[src/rtl/demux1to4_stream.sv]
`default_nettype none
// ============================================================================
//  Module   : demux1to4_stream
//  Purpose  : Registered 1-to-4 valid/ready stream demultiplexer. A single
//             holding register steers each beat to the channel named by its
//             2-bit tag. Define DEMUX1TO4_STREAM_CNT_EN to add per-channel
//             saturating beat counters on port beat_cnt.
//  Revision : 1.0  initial release
// ============================================================================
module demux1to4_stream #(
  parameter int DATA_W = 8
) (
  input  logic              clk,
  input  logic              rst,
  input  logic              in_valid,
  output logic              in_ready,
  input  logic [DATA_W-1:0] in_data,
  input  logic [1:0]        in_sel,
  output logic [3:0]        out_valid,
  input  logic [3:0]        out_ready,
  output logic [DATA_W-1:0] out_data,
  output logic [1:0]        out_sel
`ifdef DEMUX1TO4_STREAM_CNT_EN
  ,
  output logic [63:0]       beat_cnt
`endif
);

  localparam logic [15:0] C_CNT_MAX = 16'hFFFF;

  logic [DATA_W-1:0] data_q, data_d;
  logic [1:0]        sel_q,  sel_d;
  logic              full_q, full_d;
  logic              out_fire;
  logic              in_fire;

  // Only the ready bit of the held beat's channel matters.
  always_comb begin
    out_fire = full_q & out_ready[sel_q];
    in_ready = ~full_q | out_fire;
    in_fire  = in_valid & in_ready;
  end

  always_comb begin
    data_d = data_q;
    sel_d  = sel_q;
    full_d = full_q;
    if (in_fire) begin
      data_d = in_data;
      sel_d  = in_sel;
      full_d = 1'b1;
    end else if (out_fire) begin
      full_d = 1'b0;
    end
  end

  always_ff @(posedge clk) begin
    if (rst) begin
      data_q <= '0;
      sel_q  <= 2'd0;
      full_q <= 1'b0;
    end else begin
      data_q <= data_d;
      sel_q  <= sel_d;
      full_q <= full_d;
    end
  end

  always_comb begin
    out_valid = full_q ? (4'b0001 << sel_q) : 4'b0000;
    out_data  = data_q;
    out_sel   = sel_q;
  end

`ifdef DEMUX1TO4_STREAM_CNT_EN
  genvar gi;
  generate
    for (gi = 0; gi < 4; gi++) begin : g_cnt
      logic [15:0] cnt_q, cnt_d;

      always_comb begin
        cnt_d = cnt_q;
        if (out_fire && (sel_q == gi[1:0]) && (cnt_q != C_CNT_MAX)) begin
          cnt_d = cnt_q + 16'd1;
        end
      end

      always_ff @(posedge clk) begin
        if (rst) begin
          cnt_q <= 16'd0;
        end else begin
          cnt_q <= cnt_d;
        end
      end

      assign beat_cnt[16*gi +: 16] = cnt_q;
    end
  endgenerate
`endif

endmodule
`default_nettype wire

[config.mk]
export PLATFORM = sky130hd
export DESIGN_NAME = demux1to4_stream
export DESIGN_NICKNAME = d
export VERILOG_FILES = /design/src/rtl/demux1to4_stream.sv
export SDC_FILE = /design/constraint.sdc
export NUM_CORES = 1
export LEC_CHECK = 0
export BUFFER_PORTS_ARGS = -buffer_cell sky130_fd_sc_hd__buf_4
export CORE_AREA = 2 2 39 41
export CTS_BUF_LIST = sky130_fd_sc_hd__clkbuf_2
export DETAILED_ROUTE_END_ITERATION = 10
export DIE_AREA = 0 0 41 43
export PLACE_DENSITY = 0.88
export SYNTH_ARGS = -nofsm -noshare
export SYNTH_HDL_FRONTEND = slang
export SYNTH_SLANG_ARGS = --single-unit
export TNS_END_PERCENT = 30
[constraint.sdc]
create_clock -name clk -period 2.9 [get_ports clk]
set_input_delay 0.87 -clock clk [delete_from_list [all_inputs] [get_ports clk]]
set_output_delay 0.87 -clock clk [all_outputs]
set_load 0.02 [all_outputs]
# Word level (Yosys, flattened, before mapping)
# Cells that the tools add are included.
[totals]
reg_bits = 11
[op_classes]
mux = 5
bitwise = 4
n_reduce_logical = 1
order_cmp = 1
n_shift = 1
[ops]
columns = ["cell", "n"]
rows = [
  ["$mux W4", 1],
  ["$shl A1 B2 Y4 const A", 1],
  ["$lt A2 B3 Y1 const B", 1],
  ["$mux W1", 3],
  ["$and A1 B1 Y1", 2],
  ["$bmux W1 S2", 1],
  ["$reduce_bool A2 Y1", 1],
  ["$not A1 Y1", 1],
  ["$or A1 B1 Y1", 1],
]

# Longest topological paths before layout
# Gate-level depths: netlist of run 1.
[logic_depth]
ltp_word = 6
mapped_depth = 4

# Worst setup path after synthesis of run 1
# No wires, ideal clock.
[synth_timing]
path_kind = "input to output"
startpoint = "input out_ready[3]"
endpoint = "output in_ready"
path_buffers = 0
path_slack_ps = 614
stages = 2
t_arrival_ps = 1416
required_time_ps = 2030
cell_sequence = "mux2i_1 > a22oi_1"
[synth_via]
elab_chain_cells = 4
[synth_rtl]
columns = ["element", "line_no", "source"]
rows = [
  ["from (decl)", "20", "input logic [3:0] out_ready,"],
  ["$bmux W1 S2", "39", "out_fire = full_q & out_ready[sel_q];"],
  ["$mux W1 (not written as such)", "39", ""],
  ["$and A1 B1 Y1", "39", ""],
  ["$or A1 B1 Y1", "40", "in_ready = ~full_q | out_fire;"],
  ["to (decl)", "16", "output logic in_ready,"],
]
# No other way between the ends. The select of a mux whose other input is x is not followed.

# Worst setup path in the final report of run 1
# Same ends and word-level chain as after synthesis.

==> metrics.cfg, run 1 <==
[yosys]
ys_seq_area_share_pct=39.2
synthCells=56
avgSynthCellArea_um2=10.0
synth_area_leader_cell=dfxtp_1
yosysWarningCount=0
synth_edf_count=0
ys_ff_latch=11
ys_types=15
ys_async_sr_fraction_pct=0
synth_most_common_cell=nand2b_1
syn-cell-area_um2=562
synth_area_leaders=dfxtp_1 (39%), mux2i_1 (21%), nand2b_1 (21%)
synth_fp_nets=73
synth_ff_type=dfxtp_1
synth_top_area_share_pct=39.2
synth_common_cells=nand2b_1 (19), mux2i_1 (12), dfxtp_1 (11), and2b_2 (2), clkbuf_1 (2)

[final_layout]
fill_cells=134
syn_to_final_growth_pct=46.5
antennaDiodeCount=0
nNetsFinal=107
drive_gt1_share_pct=46.1
finalNonFillerCells=105
final_util_pct=59.5

[floorplanning]
die_w_um=41
coreArea_um2=1380
io_pins=32
placementRows=14
fp.dieH_um=43
start_util_pct=40.6
dieArea_um2=1760

[grt]
track_usage_pct=15.8
antenna_found_initial=0
grt_max_degree=22
grt_remaining_overflow=0
grt_pass1_wl_mm=1.88
grt_pass1_vias=465

[timing]
worstMarginPinSlew_ns=0.291
period_needed_ns=2.38
finalCritPeriodShare_pct=82.2
clock.fmax_ghz=0.419
fin_skew_ns=0.00832
rsz0062_at_grt=no
final_max_slew_viol_count=0
slew_headroom_pct=80.6
setup_viol_count_final=0
finalSetupTns_ns=0
hold_violations=0

[clock_network]
cts_setup_buffers=0
cts_sinks=11
htree_levels=1
path_clk_slew_ns=0.11
tritoncts=yes
cts_buffers=3
cts-resized-gates=0
clockBufferDepth=2
cts_hold_buffers=0
cts-root-buf=clkbuf_2
clkLatencyLatePin_ns=0.25

[worst_setup_path]
cp_max_fo=2
crit_type=in -> out
crit_path_end_kind=output pin
required_ns=2.03
crit-reg2reg-capture=out_data[0]$_SDFFE_PP0P_
r2r-start=out_sel[1]$_SDFFE_PP0P_
arrival_ns=1.51
reg2regPathDepth=4
startpoint_type=primary input
reg2reg_slack_ns=1.45

[placement]
placedCellCount=101
dp.final_hpwl_um=884
gp_congestion=0.543
io_buffers=31

[routing]
antenna_left=0
wl_per_cell_um=10.8
routed_wl_mm=1.13
drtPass1Iterations=2
drcViolationCount=0
drtIter0Drc=2
viasPerCell=4.63
vias=486

[pwr]
p_leak_nw=0.405
p_sw_share_pct=29.3
power_frac_clock_pct=23.9
power.internal_mw=0.244
pwr-share-comb_pct=26.8
p_sw_mw=0.101
seqPwrFrac_pct=49.3
power.density_nw_per_um2=419
ir_worst_vdd_uv=253

[job]
maxCapViolCount=0

[run_status]
status=completed

[worst_hold_path]
hold_depth=2
worstHoldStart=out_data[2]$_SDFFE_PP0P_
hold_class=reg -> reg
hold_end=out_data[2]$_SDFFE_PP0P_

[worst max path at each step]
stage / start / endpoint / slack (ns) / cells past startpoint
finish: out_ready[3] / in_ready / 0.52 / 4
global route: out_ready[3] / in_ready / 0.48 / 4
CTS: out_ready[3] / in_ready / 0.50 / 4
detailed placement: out_ready[3] / in_ready / 0.50 / 4
global placement: out_ready[3] / in_ready / 0.55 / 4
floorplan: out_ready[3] / in_ready / 0.61 / 2
[placed cells by master (no fill, tap or decap)]
cell,n
buf_4,32
inv_1,1
a21oi_1,1
dfxtp_1,11
or2b_1,1
clkbuf_2,3
and3_2,1
and2_2,1
and2b_2,2
clkinv_2,1
nand2b_1,19
and2_1,1
mux2i_1,12
a22oi_1,1
nor2b_1,1
a221oi_2,1
[through the flow]
step                      hold slack [ns]  instance area (um^2)  power (mW)  setup WS (ns)
final                               0.482                   823       0.345          0.516
after global routing                0.513                   823       0.365          0.475
after CTS                           0.489                   823       0.350          0.497
after detailed placement            0.464                   803       0.267          0.497
after global placement              0.459                   803       0.264          0.549
after floorplan                     0.546                   562       0.226          0.614
[cell type report]
class	count	area [um^2]	area share [%]
multi-input combinational	41	319	38.8
timing repair buffer	32	240	29.2
sequential	11	220	26.7
tap	16	20.0	2.43
clock buffer	3	15.0	1.82
clock inverter	1	5.00	0.608
inverter	1	3.75	0.456
[kinds of logic (layout without fill, tap and decap cells)]
family | Yosys count | in the layout | synth area share, %
buffers and inverters | 4 | 37 | 4.01
AND/OR/NAND/NOR | 26 | 26 | 30.5
flip-flops | 11 | 11 | 39.2
multiplexers | 12 | 12 | 21.4
AO/OA/AOI/OAI | 3 | 3 | 4.90
[worst max-delay path, stage by stage]
cell and delay [ns]:
buf_4 0.11, mux2i_1 0.22, a22oi_1 0.14, buf_4 0.18
[layer usage]
layer | vias up | share of wire (%) | track usage [%]
met1 | 214 | 39 | 18.1
met4 | 0 | 0 | 6.00
met2 | 22 | 53 | 25.9
met3 | 0 | 8.6 | 4.71
li1 | 250 | - | -
met5 | - | 0 | 0
[power by group through the flow]
stage	Combinational [mW]	Clock, mW	Sequential (mW)
2_1_floorplan	0.0411	0	0.185
3_3_place_gp	0.0914	0	0.173
3_5_place_dp	0.0935	0	0.173
4_1_cts	0.0936	0.0858	0.170
5_1_grt	0.0998	0.0931	0.172
6_report	0.0923	0.0825	0.170
[state kept, by name, summed over array words and instances, names as in the netlist]
register	count
out_sel	2
full_q	1
out_data	8
No activity file was read; power rests on OpenSTA's default activity.
==> inputs of run 2 (changes only) <==
Settings changed: ABC_AREA set to 1, CORE_AREA 2 2 39 41 to unset, CORE_UTILIZATION set to 39, DIE_AREA 0 0 41 43 to unset, PLACE_DENSITY 0.88 to 0.87.
Clock period 2.9 ns to 2.15 ns, I/O delays scaled along.
==> run 2 against run 1 <==
Against the previous run:
- first-iteration DRC count rose to 4.5 times the previous value
- area after synthesis decreased by 2.4%
- die area decreased by 12%
- critical path type is now reg -> out
- critical endpoint unchanged
==> metrics.cfg, run 2 <==
[worst_setup_path]
crit_path_end_kind=output pin
crit_type=reg -> out
startpoint_type=register
reg2regPathDepth=8  ; +4
cp-startpoint=out_sel[0]$_SDFFE_PP0P_
r2r-start=out_sel[0]$_SDFFE_PP0P_
arrival_ns=1.21  ; -0.30 ns
required_ns=1.50  ; -0.53 ns
cp_max_fo=7  ; +5

[yosys]
synth_top_area_share_pct=40.2  ; +0.98 points
synth_edf_count=0  ; unchanged
synth_fp_nets=101  ; +38%
ys_seq_area_share_pct=40.2  ; +0.98 points
synthCells=84  ; +50%
synth_common_cells=nand2_1 (18), inv_1 (13), a21oi_1 (11), dfxtp_1 (11), nor2_1 (10)
ys_async_sr_fraction_pct=0  ; unchanged
avgSynthCellArea_um2=6.52  ; -35%
yosysWarningCount=0  ; unchanged
synth_area_leader_cell=dfxtp_1
synth_area_leaders=dfxtp_1 (40%), nand2_1 (12%), a21oi_1 (10%)
synth_most_common_cell=nand2_1
ys_ff_latch=11  ; unchanged
syn-cell-area_um2=548  ; -2.4%
synth_ff_type=dfxtp_1
ys_types=14  ; -1

[placement]
placedCellCount=127  ; +26%
dp.final_hpwl_um=939  ; +6.2%
place_ws_ns=0.333  ; -0.164 ns
dpl-instance-area_um2=781  ; -2.8%
io_buffers=31  ; unchanged
gp_congestion=0.600  ; +11%

[final_layout]
multi_input_area_um2=245  ; -23%
layout_commonest_cell=buf_4
largest_reg_flops=8  ; unchanged
fill_cells=141  ; +5.2%
final_util_pct=61.5  ; +2.0 points
nNetsFinal=134  ; +25%
final_area_um2=801  ; -2.7%
finalNonFillerCells=131  ; +25%
antennaDiodeCount=0  ; unchanged
drive_gt1_share_pct=33.6  ; -12 points
register_area_um2=220  ; unchanged
syn_to_final_growth_pct=46.1
layout_common_cells=buf_4 (32), nand2_1 (18), inv_1 (13)

[routing]
vias=611  ; +26%
antenna_left=0  ; unchanged
drcViolationCount=0  ; unchanged
viasPerCell=4.66  ; +0.77%
wl_per_cell_um=9.50  ; -12%
routed_wl_mm=1.24  ; +9.7%
drtIter0Drc=9  ; +7
drtPass1Iterations=4  ; +2

[pwr]
power.density_nw_per_um2=624  ; +49%
ir_worst_vdd_uv=369  ; +46%
p_total_mw=0.500  ; +45%
p_leak_nw=0.451  ; +11%

[timing]
fin_skew_ns=0.00447  ; -0.00385 ns
final_max_slew_viol_count=0  ; unchanged
hold_violations=0  ; unchanged
slew_headroom_pct=81.9  ; +1.3 points
worstMarginPinSlew_ns=0.270  ; -0.0205 ns
worst_slack_ns=0.293  ; -0.223 ns
finalSetupTns_ns=0  ; unchanged
finalCritPeriodShare_pct=86.4
period_needed_ns=1.86
clock.fmax_ghz=0.539
setup_viol_count_final=0  ; unchanged
rsz0062_at_grt=no
whs_ns=0.494  ; +0.0117 ns

[floorplanning]
io_pins=32  ; unchanged
coreArea_um2=1300  ; -6.0%
start_util_pct=42.1  ; +1.5 points
die_w_um=39.5  ; -3.7%
fp.dieH_um=39.5  ; -8.2%
dieArea_um2=1560  ; -12%
placementRows=13  ; -1

[clock_network]
cts-resized-gates=0  ; unchanged
clockBufferDepth=2  ; unchanged
cts-root-buf=clkbuf_2
cts_sinks=11  ; unchanged
clkLatencyLatePin_ns=0.25  ; about the same
path_clk_slew_ns=0.10  ; about the same
tritoncts=yes
htree_levels=1  ; unchanged
cts_buffers=3  ; unchanged
cts_hold_buffers=0  ; unchanged
cts_setup_buffers=0  ; unchanged

[job]
maxCapViolCount=0  ; unchanged

[run_status]
status=completed

[worst_hold_path]
hold_class=reg -> reg
worstHoldStart=out_data[1]$_SDFFE_PP0P_
hold_depth=2  ; unchanged

[grt]
grt_max_degree=22  ; unchanged
grt_remaining_overflow=0  ; unchanged
grt_pass1_wl_mm=1.79  ; -4.4%
grt_pass1_vias=463  ; -0.43%
antenna_found_initial=0  ; unchanged
track_usage_pct=16.9  ; +1.1 points

run 2: cell types whose count changed in the layout (fill, tap and decap cells not counted), sizes merged, moves of 2 or more:
| cell | delta |
|---|---|
| nor3 | +4 |
| a21oi | +10 |
| mux2i | -12 |
| nand3 | +11 |
| and2b | -2 |
| nand2 | +18 |
| inv | +13 |
| nor2 | +10 |
| and2 | -2 |
| nand2b | -19 |
run 2: worst paths after layout:
kind                                            endpoint  slack, ns
worst max-delay path                            in_ready       0.29
worst min register to register  out_data[1]$_SDFFE_PP0P_       0.49
worst min-delay path            out_data[1]$_SDFFE_PP0P_       0.49
worst max register to register  out_data[3]$_SDFFE_PP0P_       0.82
run 2: final cells by class:
cell class                      count  area share (%)
Clock buffer                        4            2.50
Timing Repair Buffer               32            30.0
Inverter                           15            7.03
Multi-Input combinational cell     54            30.6
Tap cell                           15            2.34
Sequential cell                    11            27.5
run 2: cells by family after synthesis:
family | Yosys count | share of synthesized area [%]
compound gates | 11 | 10.0
buf+inv | 19 | 15.1
flops | 11 | 40.2
simple gates | 43 | 34.7
run 2: where the power goes:
group | leakage (nW) | switching, mW | internal [mW] | total [mW]
clock | 0.0166 | 0.0645 | 0.0494 | 0.114
sequential | 0.0914 | 0.0136 | 0.222 | 0.236
combinational | 0.343 | 0.0812 | 0.0692 | 0.150
run 2: per-layer routing:
layer  part of all wire (%)  GRT usage, %  vias to the layer above
met5                      0             0                        -
met1                     40          17.9                      260
met3                    6.9          4.55                        2
met2                     52          30.3                       23
met4                   0.40          7.76                        0
li1                       -             -                      326
run 2: critical path, cell delays in order, from the launching register on:
cell and delay (ns):
dfxtp_1 0.46, inv_2 0.08, nand2_1 0.07, nand2_1 0.05, nand2_1 0.06, nand3_2 0.08
buf_4 0.16
==> inputs of run 3 (changes only) <==
Settings changed: CORE_AREA set to 2 2 39 41, CORE_UTILIZATION 39 to unset, DIE_AREA set to 0 0 41 43, RECOVER_POWER set to 50.
Clock period 2.15 ns to 2.2 ns, I/O delays scaled along.
==> run 3 against run 2 <==
Against the previous run:
- critical path depth stayed put
- die area increased by 13%
- first-iteration DRC count down 67%
- count of clock-buffer cells in the layout stayed put
- via count down 1.5%
- clock power is essentially flat
- hold slack got worse by 0.0016 ns
- global-route usage rose by 1.1 points
- final area decreased by 3.1%
- flip-flop and latch count unchanged
- clock skew is 0.00067 ns higher
- total power decreased by 3.1%
- largest power group unchanged
==> metrics.cfg, run 3 (synthesized netlist as in run 2, its figures left out) <==
[worst_setup_path]
reg2reg_slack_ns=0.38  ; -0.44 ns
required_ns=1.54  ; +0.04 ns
startpoint_type=register
r2r-start=out_sel[0]$_SDFFE_PP0P_
reg2regPathDepth=8  ; unchanged
arrival_ns=1.21  ; about the same
crit_path_end_kind=output pin
crit_type=reg -> out
cp_max_fo=7  ; unchanged
crit-reg2reg-capture=out_sel[0]$_SDFFE_PP0P_

[timing]
finalSetupTns_ns=0  ; unchanged
rsz0062_at_grt=no
fin_skew_ns=0.00514  ; +0.000672 ns
slew_headroom_pct=43.5  ; -38 points
period_needed_ns=1.87
final_max_slew_viol_count=0  ; unchanged
worstMarginPinSlew_ns=0.847  ; +0.577 ns
clock.fmax_ghz=0.533
setup_viol_count_final=0  ; unchanged
hold_violations=0  ; unchanged
finalCritPeriodShare_pct=85.2

[worst_hold_path]
worstHoldStart=out_data[6]$_SDFFE_PP0P_
hold_end=out_data[6]$_SDFFE_PP0P_
hold_class=reg -> reg
hold_depth=2  ; unchanged

[grt]
met3_usage_pct=1.57  ; -3.0 points
grt_pass1_wl_mm=2.14  ; +19%
grt_max_degree=22  ; unchanged
antenna_found_initial=0  ; unchanged
gr-usage-met2_pct=28.7  ; -1.6 points
met1_usage_pct=20.5  ; +2.6 points
grt_remaining_overflow=0  ; unchanged
grt_pass1_vias=524  ; +13%
track_usage_pct=18.0  ; +1.1 points
grt_most_used_layer=met2

[placement]
dp.final_hpwl_um=968  ; +3.1%
io_buffers=31  ; unchanged
dpl-instance-area_um2=782  ; +0.16%
gp_congestion=0.630  ; +5.0%

[final_layout]
fill_cells=145  ; +2.8%
final_area_um2=776  ; -3.1%
largest_reg_flops=8  ; unchanged
drive_gt1_share_pct=27.6  ; -6.0 points
nNetsFinal=134  ; unchanged
antennaDiodeCount=0  ; unchanged
layout_commonest_cell=buf_4
syn_to_final_growth_pct=41.6
layout_common_cells=buf_4 (25), nand2_1 (18), inv_1 (13)

[floorplanning]
io_pins=32  ; unchanged
die_w_um=41  ; +3.8%
start_util_pct=39.6  ; -2.5 points
coreArea_um2=1380  ; +6.3%
placementRows=14  ; +1
dieArea_um2=1760  ; +13%
fp.dieH_um=43  ; +8.9%

[routing]
viasPerCell=4.56  ; -2.2%
vias=602  ; -1.5%
drtIter0Drc=3  ; -6
wl_per_cell_um=10.0  ; +5.4%
drcViolationCount=0  ; unchanged
antenna_left=0  ; unchanged
routed_wl_mm=1.32  ; +6.2%
drtPass1Iterations=2  ; -2

[clock_network]
tritoncts=yes
cts_setup_buffers=0  ; unchanged
path_clk_slew_ns=0.11  ; about the same
cts-root-buf=clkbuf_2
cts_buffers=3  ; unchanged
clkLatencyLatePin_ns=0.26  ; about the same
cts_hold_buffers=0  ; unchanged
htree_levels=1  ; unchanged
cts_sinks=11  ; unchanged
cts-resized-gates=0  ; unchanged
clockBufferDepth=2  ; unchanged

[pwr]
p_leak_nw=0.424  ; -6.0%
power.density_nw_per_um2=625  ; about the same
ir_worst_vdd_uv=337  ; -8.7%

[job]
maxCapViolCount=0  ; unchanged

[run_status]
status=completed

[run 3: per-stage QoR]
stage                     hold WS [ns]  util, %  cells  power [mW]  setup WS (ns)
after global placement           0.463     56.5    128       0.379          0.359
final                            0.492     56.1    132       0.485          0.325
after global routing             0.536     56.1    132       0.516          0.136
after CTS                        0.501     58.0    132       0.501          0.291
after floorplan                  0.573        -     84       0.321          0.426
after detailed placement         0.472     56.5    128       0.383          0.356
[run 3: critical path, cell delays in order (launching register included)]
cell and delay, ns:
dfxtp_1 0.46, inv_2 0.09, nand2_1 0.06, nand2_1 0.04, nand2_1 0.06, nand3_2 0.09
buf_4 0.16
[run 3: routing by layer]
metal,part of all wire [%],vias to the layer above,wire length [um]
met5,0,-,0
met1,39,258,513
li1,-,326,-
met4,1.3,0,17
met2,54,16,716
met3,5.5,2,73
[run 3: final cells by class]
type / count / area [um^2] / area share, %
Multi-Input combinational cell: 54 / 245 / 31.6
Sequential cell: 11 / 220 / 28.4
Timing Repair Buffer: 32 / 214 / 27.6
Inverter: 15 / 56.3 / 7.26
Clock buffer: 4 / 20.0 / 2.58
Tap cell: 16 / 20.0 / 2.58
[run 3: worst max path at each step]
stage | startpoint | endpoint | slack [ns] | cells after the start
2_1_floorplan | out_sel[0]$_SDFFE_PP0P_ | out_valid[3] | 0.43 | 2
3_3_place_gp | out_ready[1] | in_ready | 0.36 | 6
3_5_place_dp | out_ready[1] | in_ready | 0.36 | 6
4_1_cts | out_sel[0]$_SDFFE_PP0P_ | in_ready | 0.29 | 6
5_1_grt | out_sel[0]$_SDFFE_PP0P_ | out_data[0]$_SDFFE_PP0P_ | 0.14 | 8
6_report | out_sel[0]$_SDFFE_PP0P_ | in_ready | 0.33 | 6
[run 3: power breakdown]
group / total [mW] / internal, mW / switching (mW)
Combinational: 0.139 / 0.0586 / 0.0808
Sequential: 0.230 / 0.217 / 0.0128
Clock: 0.116 / 0.0483 / 0.0672
